## src/rtl/video_trig_pkg.sv

```systemverilog
// Shared types and defaults for the video trigger/capture sequencer.
package video_trig_pkg;

    localparam int DATA_W_DEF = 20;
    localparam int ADDR_W_DEF = 10;

    typedef enum logic [2:0] {
        ST_IDLE,
        ST_PRE,
        ST_WAIT,
        ST_POST,
        ST_DONE
    } state_t;

endpackage

```

## src/rtl/video_trig_match.sv

```systemverilog
// Masked equality comparator with a registered match flag.
module video_trig_match #(
    parameter int DATA_W = 20
) (
    input  logic              i_clk,
    input  logic              i_rst,
    input  logic [DATA_W-1:0] i_data,
    input  logic [DATA_W-1:0] i_value,
    input  logic [DATA_W-1:0] i_mask,
    output logic              o_match
);

    logic r_match;

    always_ff @(posedge i_clk) begin
        if (i_rst) begin
            r_match <= 1'b0;
        end else begin
            r_match <= ((i_data ^ i_value) & i_mask) == '0;
        end
    end

    assign o_match = r_match;

endmodule

```

## src/rtl/video_trig_seq.sv

```systemverilog
// Pre/post-trigger capture sequencer writing sampled video into a ring buffer.
module video_trig_seq
    import video_trig_pkg::*;
#(
    parameter int DATA_W = DATA_W_DEF,
    parameter int ADDR_W = ADDR_W_DEF
) (
    input  logic              ov5640_pclk,
    input  logic              rst_i,
    input  logic [DATA_W-1:0] video,
    input  logic              arm,
    input  logic              abort,
    input  logic [DATA_W-1:0] trig_value,
    input  logic [DATA_W-1:0] trig_mask,
    input  logic [ADDR_W-1:0] pre_cnt,
    input  logic [ADDR_W-1:0] post_cnt,
    output logic              wr_en,
    output logic [ADDR_W-1:0] wr_addr,
    output logic [DATA_W-1:0] wr_data,
    output logic              busy,
    output logic              triggered,
    output logic              done,
    output logic [ADDR_W-1:0] trig_addr,
    output logic [ADDR_W-1:0] start_addr
);

    localparam logic [ADDR_W-1:0] A_ONE   = {{(ADDR_W-1){1'b0}}, 1'b1};
    localparam logic [ADDR_W:0]   DEPTH_V = {1'b1, {ADDR_W{1'b0}}};

    state_t            r_state;
    state_t            w_state_nxt;
    logic [DATA_W-1:0] r_video_q;
    logic [DATA_W-1:0] r_value_l;
    logic [DATA_W-1:0] r_mask_l;
    logic [ADDR_W-1:0] r_pre_l;
    logic [ADDR_W-1:0] r_post_l;
    logic [ADDR_W-1:0] r_wr_addr;
    logic [ADDR_W-1:0] r_cnt;
    logic [ADDR_W-1:0] r_trig_addr;
    logic              r_trig;
    logic              r_done;

    logic              w_arm_ok;
    logic              w_abort;
    logic              w_match;
    logic              w_wr_en;
    logic              w_pre_last;
    logic              w_post_last;
    logic [ADDR_W:0]   w_sum;
    logic [ADDR_W-1:0] w_post_clamp;
    logic [DATA_W-1:0] w_cmp_value;
    logic [DATA_W-1:0] w_cmp_mask;

    assign w_abort  = abort && (r_state != ST_IDLE);
    assign w_arm_ok = arm && !abort && ((r_state == ST_IDLE) || (r_state == ST_DONE));

    // ~pre_cnt is DEPTH-1-pre_cnt, the largest post count that still fits the buffer.
    assign w_sum        = {1'b0, pre_cnt} + {1'b0, post_cnt} + {{ADDR_W{1'b0}}, 1'b1};
    assign w_post_clamp = (w_sum > DEPTH_V) ? ~pre_cnt : post_cnt;

    assign w_pre_last  = (r_cnt == r_pre_l - A_ONE);
    assign w_post_last = (r_cnt == r_post_l - A_ONE);

    // The comparator registers video and the next-cycle configuration, so its output
    // is the match of video_q against the latched configuration in the same cycle.
    assign w_cmp_value = w_arm_ok ? trig_value : r_value_l;
    assign w_cmp_mask  = w_arm_ok ? trig_mask  : r_mask_l;

    video_trig_match #(.DATA_W(DATA_W)) u_match (
        .i_clk   (ov5640_pclk),
        .i_rst   (rst_i),
        .i_data  (video),
        .i_value (w_cmp_value),
        .i_mask  (w_cmp_mask),
        .o_match (w_match)
    );

    always_comb begin
        w_state_nxt = r_state;
        w_wr_en     = 1'b0;
        case (r_state)
            ST_IDLE, ST_DONE: begin
                if (w_arm_ok) w_state_nxt = (pre_cnt == '0) ? ST_WAIT : ST_PRE;
            end
            ST_PRE: begin
                w_wr_en = 1'b1;
                if (w_pre_last) w_state_nxt = ST_WAIT;
            end
            ST_WAIT: begin
                w_wr_en = 1'b1;
                if (w_match) w_state_nxt = (r_post_l == '0) ? ST_DONE : ST_POST;
            end
            ST_POST: begin
                w_wr_en = 1'b1;
                if (w_post_last) w_state_nxt = ST_DONE;
            end
            default: w_state_nxt = ST_IDLE;
        endcase
        if (w_abort) w_state_nxt = ST_IDLE;
    end

    always_ff @(posedge ov5640_pclk) begin
        if (rst_i) r_state <= ST_IDLE;
        else       r_state <= w_state_nxt;
    end

    always_ff @(posedge ov5640_pclk) begin
        if (rst_i) begin
            r_video_q   <= '0;
            r_value_l   <= '0;
            r_mask_l    <= '0;
            r_pre_l     <= '0;
            r_post_l    <= '0;
            r_wr_addr   <= '0;
            r_cnt       <= '0;
            r_trig_addr <= '0;
            r_trig      <= 1'b0;
            r_done      <= 1'b0;
        end else begin
            r_video_q <= video;
            if (w_abort) begin
                r_trig <= 1'b0;
                r_done <= 1'b0;
            end else if (w_arm_ok) begin
                r_value_l <= trig_value;
                r_mask_l  <= trig_mask;
                r_pre_l   <= pre_cnt;
                r_post_l  <= w_post_clamp;
                r_wr_addr <= '0;
                r_cnt     <= '0;
                r_trig    <= 1'b0;
                r_done    <= 1'b0;
            end else begin
                if (w_wr_en) r_wr_addr <= r_wr_addr + A_ONE;
                case (r_state)
                    ST_PRE:  r_cnt <= w_pre_last ? '0 : r_cnt + A_ONE;
                    ST_WAIT: begin
                        if (w_match) begin
                            r_trig_addr <= r_wr_addr;
                            r_trig      <= 1'b1;
                            r_cnt       <= '0;
                            if (r_post_l == '0) r_done <= 1'b1;
                        end
                    end
                    ST_POST: begin
                        r_cnt <= r_cnt + A_ONE;
                        if (w_post_last) r_done <= 1'b1;
                    end
                    default: ;
                endcase
            end
        end
    end

    assign wr_en      = w_wr_en;
    assign wr_addr    = r_wr_addr;
    assign wr_data    = r_video_q;
    assign busy       = (r_state == ST_PRE) || (r_state == ST_WAIT) || (r_state == ST_POST);
    assign triggered  = r_trig;
    assign done       = r_done;
    assign trig_addr  = r_trig_addr;
    assign start_addr = r_trig_addr - r_pre_l;

endmodule

```

## config.mk

```make
export PLATFORM = sky130hd
export DESIGN_NAME = video_trig_seq
export DESIGN_NICKNAME = d
export VERILOG_FILES = /design/src/rtl/video_trig_pkg.sv /design/src/rtl/video_trig_match.sv /design/src/rtl/video_trig_seq.sv
export SDC_FILE = /design/constraint.sdc
export NUM_CORES = 1
export LEC_CHECK = 0
export BUFFER_PORTS_ARGS = -buffer_cell sky130_fd_sc_hd__buf_2
export CORE_MARGIN = 2
export CORE_UTILIZATION = 50
export DETAILED_ROUTE_END_ITERATION = 6
export GPL_TIMING_DRIVEN = 0
export PLACE_DENSITY_LB_ADDON = 0.1
export SLEW_MARGIN = 20
export SYNTH_ARGS = -nofsm -noshare
export SYNTH_HDL_FRONTEND = slang
export SYNTH_HIERARCHICAL = 1
export SYNTH_SLANG_ARGS = --single-unit
```

## constraint.sdc

```tcl
create_clock -name ov5640_pclk -period 2.35 [get_ports ov5640_pclk]
set_input_delay 0.1175 -clock ov5640_pclk [delete_from_list [all_inputs] [get_ports ov5640_pclk]]
set_output_delay 0.1175 -clock ov5640_pclk [all_outputs]
set_load 0.02 [all_outputs]
```

==> reports/metrics.yaml, run 1 <==
fp-row-count: 41
tightest_slew_ns: 0.743
syn-num-nets: 921
grt_max_degree: 17
hpwl_microns: 13100
final_common_cell: "nand2_1"
drt-pass1-iter-count: 5
clkSlewWorstSetupHoldPaths_ns: 0.05
startpoint_type: "flop"
muxShareOfSynthArea_pct: 2.71
clock_latency_ns: 0.42
maxCapViolations: 0
arrival_ns: 2.93
syn_avg_cell_area_sq_um: 7.80
setup_ws_ns: -0.234
syn_inst: 811
ys_seq_elements: 116
switching_share_pct: 31.9
synth_area_sq_um: 6320
synth_top_family_by_area: "simple AND/OR/NAND/NOR gates"
totalPowerFinal_uw: 6980
io_buffers: 137
cts_tree: "built"
cts.sinks: 116
dr_total_vias: 6548
grt_pass1_vias: 6213
cts_buffers: 17
p_sw_uw: 2230
postSynth.asyncResetShare_pct: 0
cts_buffer_depth: 2
final_cell_mix: "nand2_1, buf_2, dfxtp_1"
finalCritPeriodShare_pct: 110
skew_ns: 0.00734
clkPwrFrac_pct: 36.7
synth_simple_gate_area_share_pct: 27.2
critPathLaunch: "r_pre_l[0]"
rsz0062_at_grt: "true"
instances_no_fill: 1239
peakVddDrop_mv: 0.503
die_w_microns: 116
io-pin-count: 138
synth-main-ff-cell: "dfxtp_1"
yosys.area_share.adder_pct: 5.38
die_area_sq_um: 13600
period_needed_ns: 2.58
final-hold-violation-count: 0
slew_viol_final: 0
holdCritPathClass: "in -> reg"
synth_xor_area_share_pct: 8.45
status: "finished with violations"
pwr-share-comb_pct: 31.0
worstPathRequired_ns: 2.69
finalWirelength_microns: 19100
grt_overflow: 0
viasPerCell: 5.28
ant_nets: 0
die_y_microns: 116
hold_start: "trig_value[16]"
synth_edf_count: 0
ys_types: 59
synth_warnings: 6
cts_root_buf: "clkbuf_16"
fmax_mhz: 387
p_seq_share_pct: 32.3
setup_violations: 12
route.detailed.drc: 0
worstPathMaxFanout: 5
crit_type: "reg -> reg"
violations: "negative setup slack"
drive_gt1_share_pct: 26.7
diodes: 0
powerDensity_nw_per_um2: 770
core_area_sq_um: 12500
initialDrtViolationCount: 352
final.fill_count: 1019
end_kind: "flop"
htreeDepth: 4
finalNetCount: 1165
slew_headroom_pct: 50.5
grt_pass1_wl_microns: 29900
wl_per_cell_microns: 15.4
reg2reg_from: "r_pre_l[0]"
dp.cells: 1120
synth-compound-area-share_pct: 15.3
antenna_found_initial: 0
area_growth_pct: 43.4
intPower_uw: 4750
start_util_pct: 50.7
grt_usage_pct: 28.4
finalWeightedCongestion: 0.878
yosysSeqAreaShare_pct: 36.7
p_leak_uw: 0.00415
[kinds of logic after synthesis]
family | Yosys count
and+or+nand+nor | 365
DFF | 116
adders and majority gates | 26
buffers and inverters | 69
xor gates and xnor gates | 61
AOI/OAI and AO/OA | 157
muxes | 17
[per-layer routing]
layer | share of wire, % | global-route usage, %
met1 | 43 | 34.1
met2 | 50 | 49.1
met3 | 5.1 | 6.95
met4 | 2.1 | 10.5
met5 | 0 | 0
[stage by stage]
| stage | hold slack, ns | TNS (ns) | instance area [sq um] | util, % | worst slack, ns |
|---|---|---|---|---|---|
| floorplan | 0.246 | 0 | 6360 | - | 0.00666 |
| finish | 0.0173 | -1.43 | 9070 | 72.7 | -0.234 |
| global placement | 0.353 | -7.37 | 7260 | 58.2 | -0.661 |
| detailed placement | 0.361 | -7.87 | 7260 | 58.2 | -0.676 |
| global route | 0.0243 | -2.87 | 9070 | 72.7 | -0.308 |
| CTS | 0.000609 | -1.14 | 8730 | 70.0 | -0.174 |
[critical path, stage by stage (launching register included)]
cell and delay (ns):
dfxtp_4 0.36, or4_4 0.56, or3_4 0.33, a32o_2 0.26, nand4_4 0.12, nor3_4 0.05
nor4b_4 0.36, buf_4 0.21, a41oi_2 0.11, a31oi_1 0.14
[Yosys cell counts (all sizes together), types with 4 or more instances]
cell | count | share of area (%)
xor2 | 41 | 5.7
dfxtp | 116 | 37
nor2 | 70 | 4.2
ha | 24 | 4.7
a21o | 4 | 0.47
nor2b | 29 | 2.9
nand2 | 164 | 9.7
mux2i | 16 | 2.5
a21oi | 72 | 5.7
a31oi | 7 | 0.69
xnor2 | 20 | 2.8
or3 | 4 | 0.40
buf | 6 | 0.51
nand3 | 16 | 1.3
o21ai | 20 | 1.6
clkbuf | 33 | 2.0
and3 | 8 | 0.79
a211oi | 16 | 1.9
inv | 30 | 1.8
nand2b | 8 | 0.79
and4 | 7 | 0.97
nand4 | 9 | 0.99
nor4 | 14 | 1.4
a22oi | 10 | 1.2
nor3 | 21 | 1.8
[area by class of cell]
type	count	area [sq um]	share of cell area (%)
Multi-Input combinational cell	627	4090	45.1
Sequential cell	116	2350	25.9
Timing Repair Buffer	226	1520	16.8
Clock buffer	23	488	5.38
Tap cell	172	215	2.37
Buffer	37	184	2.03
Inverter	30	118	1.30
Clock inverter	8	100	1.10
[sequential cells by signal, summed over array words and instances (netlist names), 3 cells and up]
register and count:
r_mask_l 20, r_value_l 20, r_state 3, r_post_l 10
wr_data 20, r_pre_l 10, trig_addr 10, r_cnt 10
wr_addr 10
[path summary, 6_finish.rpt]
kind | end | slack (ns) | cells past startpoint
max | r_cnt[9] | -0.23 | 9
min reg2reg | r_value_l[19] | 0.46 | 2
max reg2reg | r_cnt[9] | -0.23 | 9
min | r_value_l[16] | 0.02 | 3
[what timing repair did]
action,in CTS,in global routing
hold buffers,59,0
cloned,1,1
setup endpoints to repair,26,31
hold endpoints to repair,59,0
gates resized for setup,69,60
pin swaps,21,30
setup buffers,13,19
[power by group through the flow]
stage / Clock (uW) / Sequential, uW / Combinational [uW]
floorplan: 0 / 2260 / 1210
global placement: 0 / 2250 / 1680
detailed placement: 0 / 2260 / 1690
CTS: 2570 / 2220 / 1950
global route: 2650 / 2280 / 2370
finish: 2560 / 2260 / 2160
Note: power is estimated with default switching activity, not from simulation.
==> inputs of run 2 (changes only) <==
--- a/config.mk
+++ b/config.mk
@@ -5,10 +5,12 @@
 export SDC_FILE = /design/constraint.sdc
 export NUM_CORES = 1
 export LEC_CHECK = 0
-export BUFFER_PORTS_ARGS = -buffer_cell sky130_fd_sc_hd__buf_2
+export ABC_AREA = 1
+export CORE_ASPECT_RATIO = 1.75
 export CORE_MARGIN = 2
 export CORE_UTILIZATION = 50
 export DETAILED_ROUTE_END_ITERATION = 6
+export DONT_BUFFER_PORTS = 1
 export GPL_TIMING_DRIVEN = 0
 export PLACE_DENSITY_LB_ADDON = 0.1
 export SLEW_MARGIN = 20
==> reports/metrics.yaml, run 2 <==
instances_no_fill: 1365  # +10%
synth-main-ff-cell: "dfxtp_1"
drive_gt1_share_pct: 13.4  # -13 points
stdcell_area_sq_um: 8730  # -3.7%
muxShareOfSynthArea_pct: 0  # -2.7 points
ys_seq_elements: 116  # unchanged
grt_pass1_vias: 6898  # +11%
synth_warnings: 6  # unchanged
diodes: 0  # unchanged
synth_xor_area_share_pct: 2.80  # -5.7 points
arrival_ns: 2.23  # -0.70 ns
finalNetCount: 1288  # +11%
status: "finished clean"
final_cell_mix: "nand2_1, inv_1, nor2_1"
cts_tree: "built"
slew_headroom_pct: 64.5  # +14 points
synth_top_area_cell: "dfxtp_1"
cts_buffers: 17  # unchanged
grt_max_degree: 17  # unchanged
dp.cells: 1244  # +11%
final-hold-violation-count: 0  # unchanged
yosysSeqAreaShare_pct: 33.7  # -3.0 points
startpoint_type: "flop"
setup_violations: 0  # -12
r2r_cells: 15  # +6
dr_total_vias: 6781  # +3.6%
syn_inst: 1070  # +32%
period_needed_ns: 2.34  # -0.239 ns
synth_area_sq_um: 6890  # +8.9%
hpwl_microns: 14200  # +8.3%
antenna_found_initial: 0  # unchanged
wl_per_cell_microns: 14.1  # -8.4%
crit_type: "reg -> out"
setup_ws_ns: 0.00535  # +0.239 ns
die_w_microns: 92.7  # -20%
finalCritPeriodShare_pct: 99.8  # -10 points
min_path_cells: 4  # +1
cts.sinks: 116  # unchanged
cts_root_buf: "clkbuf_16"
synth_top_area_share_pct: 33.7  # -3.0 points
maxCapViolations: 0  # unchanged
clkSlewWorstSetupHoldPaths_ns: 0.05  # about the same
ys_types: 43  # -27%
postSynth.asyncResetShare_pct: 0  # unchanged
rsz0062_at_grt: "true"
ant_nets: 0  # unchanged
grt_overflow: 0  # unchanged
finalCoreUtilization_pct: 64.9  # -7.9 points
p_leak_uw: 0.00444  # +7.0%
fmax_mhz: 427  # +10%
viasPerCell: 4.97  # -6.0%
powerDensity_nw_per_um2: 857  # +11%
synth_most_common_cell: "nand2_1"
route.detailed.drc: 0  # unchanged
finalWirelength_microns: 19300  # +0.92%
tightest_slew_ns: 0.533  # -0.210 ns
io-pin-count: 138  # unchanged
post_dp_cell_area_sq_um: 7110  # -2.0%
grt_usage_pct: 26.3  # -2.1 points
final_common_cell: "nand2_1"
initialDrtViolationCount: 207  # -41%
yosys.area_share.adder_pct: 4.94  # -0.44 points
area_growth_pct: 26.7
synth_edf_count: 0  # unchanged
clock_latency_ns: 0.41  # about the same
finalWeightedCongestion: 0.869  # -1.1%
synth_top_family_by_area: "simple AND/OR/NAND/NOR gates"
worstPathMaxFanout: 2  # -3
dp_slack_ns: -0.202  # +0.474 ns
fp-row-count: 56  # +37%
htreeDepth: 4  # unchanged
holdCritPathClass: "in -> reg"
die_area_sq_um: 14800  # +8.9%
synth_area_leaders: "dfxtp_1, nand2_1, inv_1"
netlist_top_cells_count: "nand2_1, inv_1, nor2_1"
syn-num-nets: 1180  # +28%
end_kind: "output pin"
synth-compound-area-share_pct: 10.5  # -4.8 points
cts_buffer_depth: 2  # unchanged
syn_avg_cell_area_sq_um: 6.43  # -17%
drt-pass1-iter-count: 5  # unchanged
die_y_microns: 159  # +37%
grt_pass1_wl_microns: 31200  # +4.5%
slew_viol_final: 0  # unchanged
start_util_pct: 51.2  # +0.46 points
hold_slack_ns: 0.0358  # +0.0185 ns
skew_ns: 0.0115  # +0.00419 ns
io_buffers: 0  # -100%
core_area_sq_um: 13500  # +7.9%
worstPathRequired_ns: 2.23  # -0.46 ns
synth_simple_gate_area_share_pct: 35.8  # +8.6 points
peakVddDrop_mv: 0.549  # +9.3%
## run 2: cell count changes after synthesis, moves of 13 or more
cell,previous run,this run
a211oi_1,16,0
a21oi_1,72,41
clkbuf_1,33,20
inv_1,30,180
inv_2,0,14
mux2i_1,16,0
nand2_1,164,236
nand3_1,16,69
nor2_1,70,154
nor2b_1,29,0
o21ai_0,20,65
or2_2,3,40
xor2_1,41,14
## run 2: critical path, cell delays in order, from the launching register on
cell and delay, ns:
dfxtp_4 0.40, inv_4 0.05, ha_4 0.16, fa_2 0.35, o21ai_2 0.16, a21oi_1 0.08, o21ai_1 0.18, nand2_1 0.09
nand2_2 0.08, a21oi_4 0.07, xnor2_4 0.21
## run 2: through the flow
step	power, uW	TNS, ns
CTS	7440	-0.280
finish	7480	0
floorplan	4300	0
global route	7990	-0.219
global placement	4720	-0.291
detailed placement	4740	-0.329
## run 2: layout make-up
class | instances | area (sq um)
well taps | 174 | 218
multi-input cells | 735 | 3890
inverters | 196 | 743
flip-flops and latches | 116 | 2330
fillers | 1286 | 4730
clock inverters | 15 | 144
clock buffers | 17 | 425
repair buffers | 88 | 868
plain buffers | 24 | 103
## run 2: cell families (layout without fill, tap and decap cells)
group / Yosys count / in the layout
AND/OR/NAND/NOR: 553 / 553
AO/OA/AOI/OAI: 133 / 134
flip-flops: 116 / 116
adder cells (fa/ha/maj): 26 / 26
buffers and inverters: 220 / 340
XOR/XNOR: 22 / 22
## run 2: power by group
| part | internal (uW) | switching (uW) | leakage [uW] |
|---|---|---|---|
| logic | 1000 | 1610 | 0.00321 |
| clock network | 1480 | 1000 | 0.000273 |
| registers | 2200 | 194 | 0.000953 |
## run 2: final timing paths
kind | from | endpoint | slack (ns)
setup / recovery | trig_addr[0] | start_addr[8] | 0.005
hold / removal | video[17] | u_match/o_match | 0.04
setup reg to reg | r_state[0] | u_match/o_match | 0.18
hold reg to reg | r_post_l[0] | r_post_l[0] | 0.49
## run 2: metal layers
layer | routed length [microns] | global-route usage (%) | vias to the layer above
met5 | 0 | 0 | -
met4 | 867 | 13.2 | 0
met3 | 621 | 4.64 | 49
met2 | 10800 | 52.0 | 147
met1 | 7030 | 24.9 | 3042
li1 | - | - | 3543
## run 2: what timing repair did
item	in CTS	in global routing
hold buffers	82	0
hold endpoints to repair	83	0
resized for setup	22	24
setup buffers	4	2
setup endpoints to repair	6	16
gates cloned	0	1
pin swaps	11	12
